$ cat config.mk
export PLATFORM = sky130hd
export DESIGN_NAME = p_sa_ssync_nch_filt
export DESIGN_NICKNAME = d
export VERILOG_FILES = /design/src/rtl/p_sa_sync_pkg.sv /design/src/rtl/p_sa_ssync_ch.sv /design/src/rtl/p_sa_ssync_nch_filt.sv
export SDC_FILE = /design/constraint.sdc
export NUM_CORES = 1
export LEC_CHECK = 0
export CAP_MARGIN = 10
export CORE_MARGIN = 10
export CORE_UTILIZATION = 34
export DETAILED_ROUTE_END_ITERATION = 10
export HOLD_SLACK_MARGIN = 0.15
export SLEW_MARGIN = 40
export SYNTH_ARGS = -nofsm -noshare
export SYNTH_HDL_FRONTEND = slang
export SYNTH_SLANG_ARGS = --single-unit
$ cat constraint.sdc
create_clock -name clk -period 1.6 [get_ports clk]
set_clock_uncertainty 0.2 [all_clocks]
set_input_delay 0.48 -clock clk [delete_from_list [all_inputs] [get_ports clk]]
set_output_delay 0.48 -clock clk [all_outputs]
set_load 0.1 [all_outputs]
$ cat src/rtl/p_sa_sync_pkg.sv
// Shared helpers for the p_sa synchroniser family: counter sizing and
// parameter legality used by every synchroniser variant.
package p_sa_sync_pkg;

    function automatic int clog2(input int value);
        int w;
        w = 0;
        while ((1 << w) < value) begin
            w++;
        end
        return (w < 1) ? 1 : w;
    endfunction

    function automatic bit params_ok(input int depth, input int filt);
        return (depth >= 2) && (filt >= 1);
    endfunction

endpackage

$ cat src/rtl/p_sa_ssync_ch.sv
// One channel of the filtered level synchroniser: flop chain, stability
// counter, accepted level q and registered rise/fall pulses.
module p_sa_ssync_ch
    import p_sa_sync_pkg::*;
#(
    parameter int   DEPTH   = 3,
    parameter int   FILT    = 4,
    parameter logic RST_VAL = 1'b0
) (
    input  logic clk,
    input  logic clr,
    input  logic d,
    output logic q,
    output logic rise,
    output logic fall,
    output logic chg_nxt
);

    localparam int               CNT_W    = clog2(FILT);
    localparam logic [CNT_W-1:0] CNT_LAST = CNT_W'(FILT - 1);

    if (!params_ok(DEPTH, FILT)) begin : g_bad_params
        $error("p_sa_ssync_ch: DEPTH must be >= 2 and FILT must be >= 1");
    end

    (* ASYNC_REG = "TRUE" *) logic [DEPTH-1:0] chain;
    logic [CNT_W-1:0] cnt;
    logic             s;
    logic             accept;

    assign s       = chain[DEPTH-1];
    assign accept  = (s != q) && (cnt == CNT_LAST);
    assign chg_nxt = accept;

    // The counter only ever measures one uninterrupted run of s differing from q.
    always_ff @(posedge clk) begin
        if (clr) begin
            chain <= {DEPTH{RST_VAL}};
            q     <= RST_VAL;
            cnt   <= '0;
            rise  <= 1'b0;
            fall  <= 1'b0;
        end else begin
            chain <= {chain[DEPTH-2:0], d};
            rise  <= accept && s;
            fall  <= accept && !s;
            if (s == q) begin
                cnt <= '0;
            end else if (accept) begin
                q   <= s;
                cnt <= '0;
            end else begin
                cnt <= cnt + 1'b1;
            end
        end
    end

endmodule

$ cat src/rtl/p_sa_ssync_nch_filt.sv
// NUM_CH independent filtered synchronisers with edge pulses and a single
// registered "something changed" flag.
module p_sa_ssync_nch_filt
    import p_sa_sync_pkg::*;
#(
    parameter int                NUM_CH  = 8,
    parameter int                DEPTH   = 3,
    parameter int                FILT    = 4,
    parameter logic [NUM_CH-1:0] RST_VAL = {NUM_CH{1'b0}}
) (
    input  logic              clk,
    input  logic              clr,
    input  logic [NUM_CH-1:0] d,
    output logic [NUM_CH-1:0] q,
    output logic [NUM_CH-1:0] rise,
    output logic [NUM_CH-1:0] fall,
    output logic              any_chg
);

    if ((NUM_CH < 1) || !params_ok(DEPTH, FILT)) begin : g_bad_params
        $error("p_sa_ssync_nch_filt: need NUM_CH >= 1, DEPTH >= 2, FILT >= 1");
    end

    logic [NUM_CH-1:0] chg_nxt;

    for (genvar i = 0; i < NUM_CH; i++) begin : g_ch
        p_sa_ssync_ch #(
            .DEPTH  (DEPTH),
            .FILT   (FILT),
            .RST_VAL(RST_VAL[i])
        ) u_ch (
            .clk    (clk),
            .clr    (clr),
            .d      (d[i]),
            .q      (q[i]),
            .rise   (rise[i]),
            .fall   (fall[i]),
            .chg_nxt(chg_nxt[i])
        );
    end

    // Built from the channels' next-state terms so it lands on the same cycle as the pulses.
    always_ff @(posedge clk) begin
        if (clr) begin
            any_chg <= 1'b0;
        end else begin
            any_chg <= |chg_nxt;
        end
    end

endmodule

==> flow_metrics.tcl <==
set metrics [dict create \
    clock_latency_ns 0.33 \
    ff2ff_path_depth 4 \
    synth_top_area_share_pct 57.3 \
    p_per_area_nw_per_um2 1050 \
    area.growth.synth_to_final_pct 37.2 \
    hold_viol 0 \
    drc 0 \
    drtIter0Drc 57 \
    yosysTopAreaCell "dfxtp_1" \
    cp.arrival_ns 0.94 \
    synth_cell_type_count 15 \
    setup_slack_ns -0.0178 \
    htreeDepth 3 \
    wl_um 3660 \
    min_to "g_ch[0].u_ch.cnt[0]" \
    wl_per_cell_um 12.0 \
    crit_fanout 2 \
    rsz0062_at_grt "yes" \
    r2r-start "g_ch[1].u_ch.cnt[0]" \
    finalCriticalPeriod_ns 1.62 \
    ys_top_cells_by_area "dfxtp_1 (57%), nor4b_1 (9.3%), buf_4 (7.9%), nor2b_1 (6.6%), ha_1 (4.4%)" \
    min-delay-start "g_ch[0].u_ch.cnt[0]" \
    cp-start-kind "register" \
    syn_nets 216 \
    drv_slew 0 \
    slowest_delay_ns 0.34 \
    worst-slew-pin-transition_ns 0.347 \
    critPathSlowestCell "dfxtp_2" \
    grt_pass1_vias 1406 \
    antenna_found_initial 0 \
    fp.dieW_um 102 \
    cts.sinks 65 \
    netlist_instances 198 \
    num_vias 1367 \
    yosys_warnings 0 \
    port_buffers 34 \
    violations "setup timing" \
    syn_area_um2 2270 \
    cts.path.max_buffers 2 \
    n_antenna_cell 0 \
    core_um2 6420 \
    grt_max_degree 22 \
    min_period_over_period_pct 101 \
    cts_root_buf "clkbuf_8" \
    track_usage_pct 8.15 \
    p_leak_uw 0.00115 \
    antenna_left 0 \
    hold_path.class "register to register" \
    grt_pass1_wl_um 6490 \
    ir_drop_uv 1060 \
    setup_viol 1 \
    drive_gt1_share_pct 30.0 \
    timing.hold.ws_ns 0.226 \
    clk_pin_slew_ns 0.07 \
    cts_made_buffers 9 \
    syn_avg_cell_area_um2 11.5 \
    yosysSeqAreaShare_pct 57.3 \
    gp_congestion 0.712 \
    routed_via_density 4.50 \
    crit_buf_inv 2 \
    path_delay_family "flip-flops" \
    nNetsFinal 240 \
    ios 35 \
    required_ns 0.92 \
    cap_violations 0 \
    max_freq_ghz 0.618 \
    die_h_um 102 \
    cts_tree "built" \
    crit_chain "buf_6 > buf_12" \
    hold_depth 1 \
    die_area_um2 10300 \
    slew-limit-headroom_pct 76.6 \
    end_kind "primary output" \
    rows 29 \
    final.setup.tns_ns -0.0178 \
    firstDrtPassIters 3 \
    synth-seq-cells 65 \
    overflow 0 \
    status "finished with violations" \
    initial_utilization_pct 35.3 \
    cts_hold_buf 0 \
    r2r_setup_slack_ns 0.08 \
    r2r_end "any_chg" \
    worstSetupPathType "register to primary output" \
    place_hpwl_um 2640 \
]
==> cell usage in the layout, fill, tap and decap left out <==
cell type,n
dfxtp_2,7
clkinv_2,2
nor2b_1,24
clkbuf_8,11
mux2i_1,8
o41a_1,1
clkdlybuf4s50_1,8
xnor2_1,6
buf_4,8
inv_1,9
bufinv_16,2
nor2_1,8
buf_6,1
buf_2,1
ha_1,8
o22ai_1,4
nor4b_1,24
nor4_1,8
xnor2_2,2
dfxtp_4,7
buf_12,26
dfxtp_1,51
clkinvlp_4,1
==> worst max-delay path by stage <==
stage	endpoint	cells past startpoint	from
after floorplan	any_chg	0	any_chg
after global placement	any_chg	4	g_ch[1].u_ch.cnt[0]
after detailed placement	any_chg	4	g_ch[1].u_ch.cnt[0]
after CTS	q[0]	2	g_ch[0].u_ch.q
after global routing	q[0]	2	g_ch[0].u_ch.q
final	q[0]	2	g_ch[0].u_ch.q
==> per-stage QoR <==
stage / utilization (%) / total power (uW) / instance area [um^2] / cells / setup slack, ns
after detailed placement: 44.2 / 1780 / 2840 / 289 / 0.0952
after floorplan: - / 1740 / 2270 / 198 / 0.0110
after global placement: 44.2 / 1780 / 2840 / 289 / 0.106
after CTS: 47.9 / 3330 / 3080 / 302 / -0.0345
after global routing: 48.5 / 3420 / 3110 / 304 / -0.0664
final: 48.5 / 3270 / 3110 / 304 / -0.0178
==> repair_timing <==
item	in CTS	in global routing
endpoints found under the hold margin	0	0
setup buffers	2	2
setup endpoints to repair	8	15
resized for setup	16	8
==> worst reg2reg max path, delay by kind of cell (launching register included) <==
kind,cells,cell delay (ns)
fa+ha+maj,1,0.25
flops,1,0.32
buf+inv,1,0.11
compound gates,2,0.53
==> where the power goes <==
part           switching (uW)  internal (uW)  total (uW)
clock network             585            956        1540
logic                    38.0           50.3        88.4
registers                11.1           1630        1640
total                     634           2640        3270
==> flip-flops by register name (all words and copies together), names as in the netlist <==
register         count
g_ch.u_ch.chain     24
g_ch.u_ch.cnt       16
g_ch.u_ch.fall       8
g_ch.u_ch.q          8
g_ch.u_ch.rise       8
any_chg              1
==> synthesized netlist by cell type, drive strengths merged <==
cell,instances
nor2b,24
dfxtp,65
buf,29
clkbuf,2
inv,9
nor4b,24
o22ai,4
nor2,8
ha,8
o41a,1
xnor2,8
mux2i,8
nor4,8
==> cells by family (layout without fill, tap and decap cells) <==
group           after synthesis  count (layout)  synth area share (%)
compound gates                5               5                  1.60
flops                        65              65                  57.3
xor+xnor                      8               8                  3.09
buf+inv                      40              69                  10.6
fa+ha+maj                     8               8                  4.41
simple gates                 64              64                  19.4
mux                           8               8                  3.53
==> routing by layer <==
layer	GRT usage (%)	routed length, um
met1	8.41	1560
met4	3.96	65
met5	0	0
met2	12.4	1750
met3	5.65	288
==> final cells by class <==
type,count,area (um^2)
fillers,571,3310
flip-flops and latches,65,1340
multi-input cells,93,742
repair buffers,44,677
clock buffers,11,151
well taps,77,96.3
clock inverters,5,77.6
inverters,9,33.8
(Power assumes the default switching activity.)
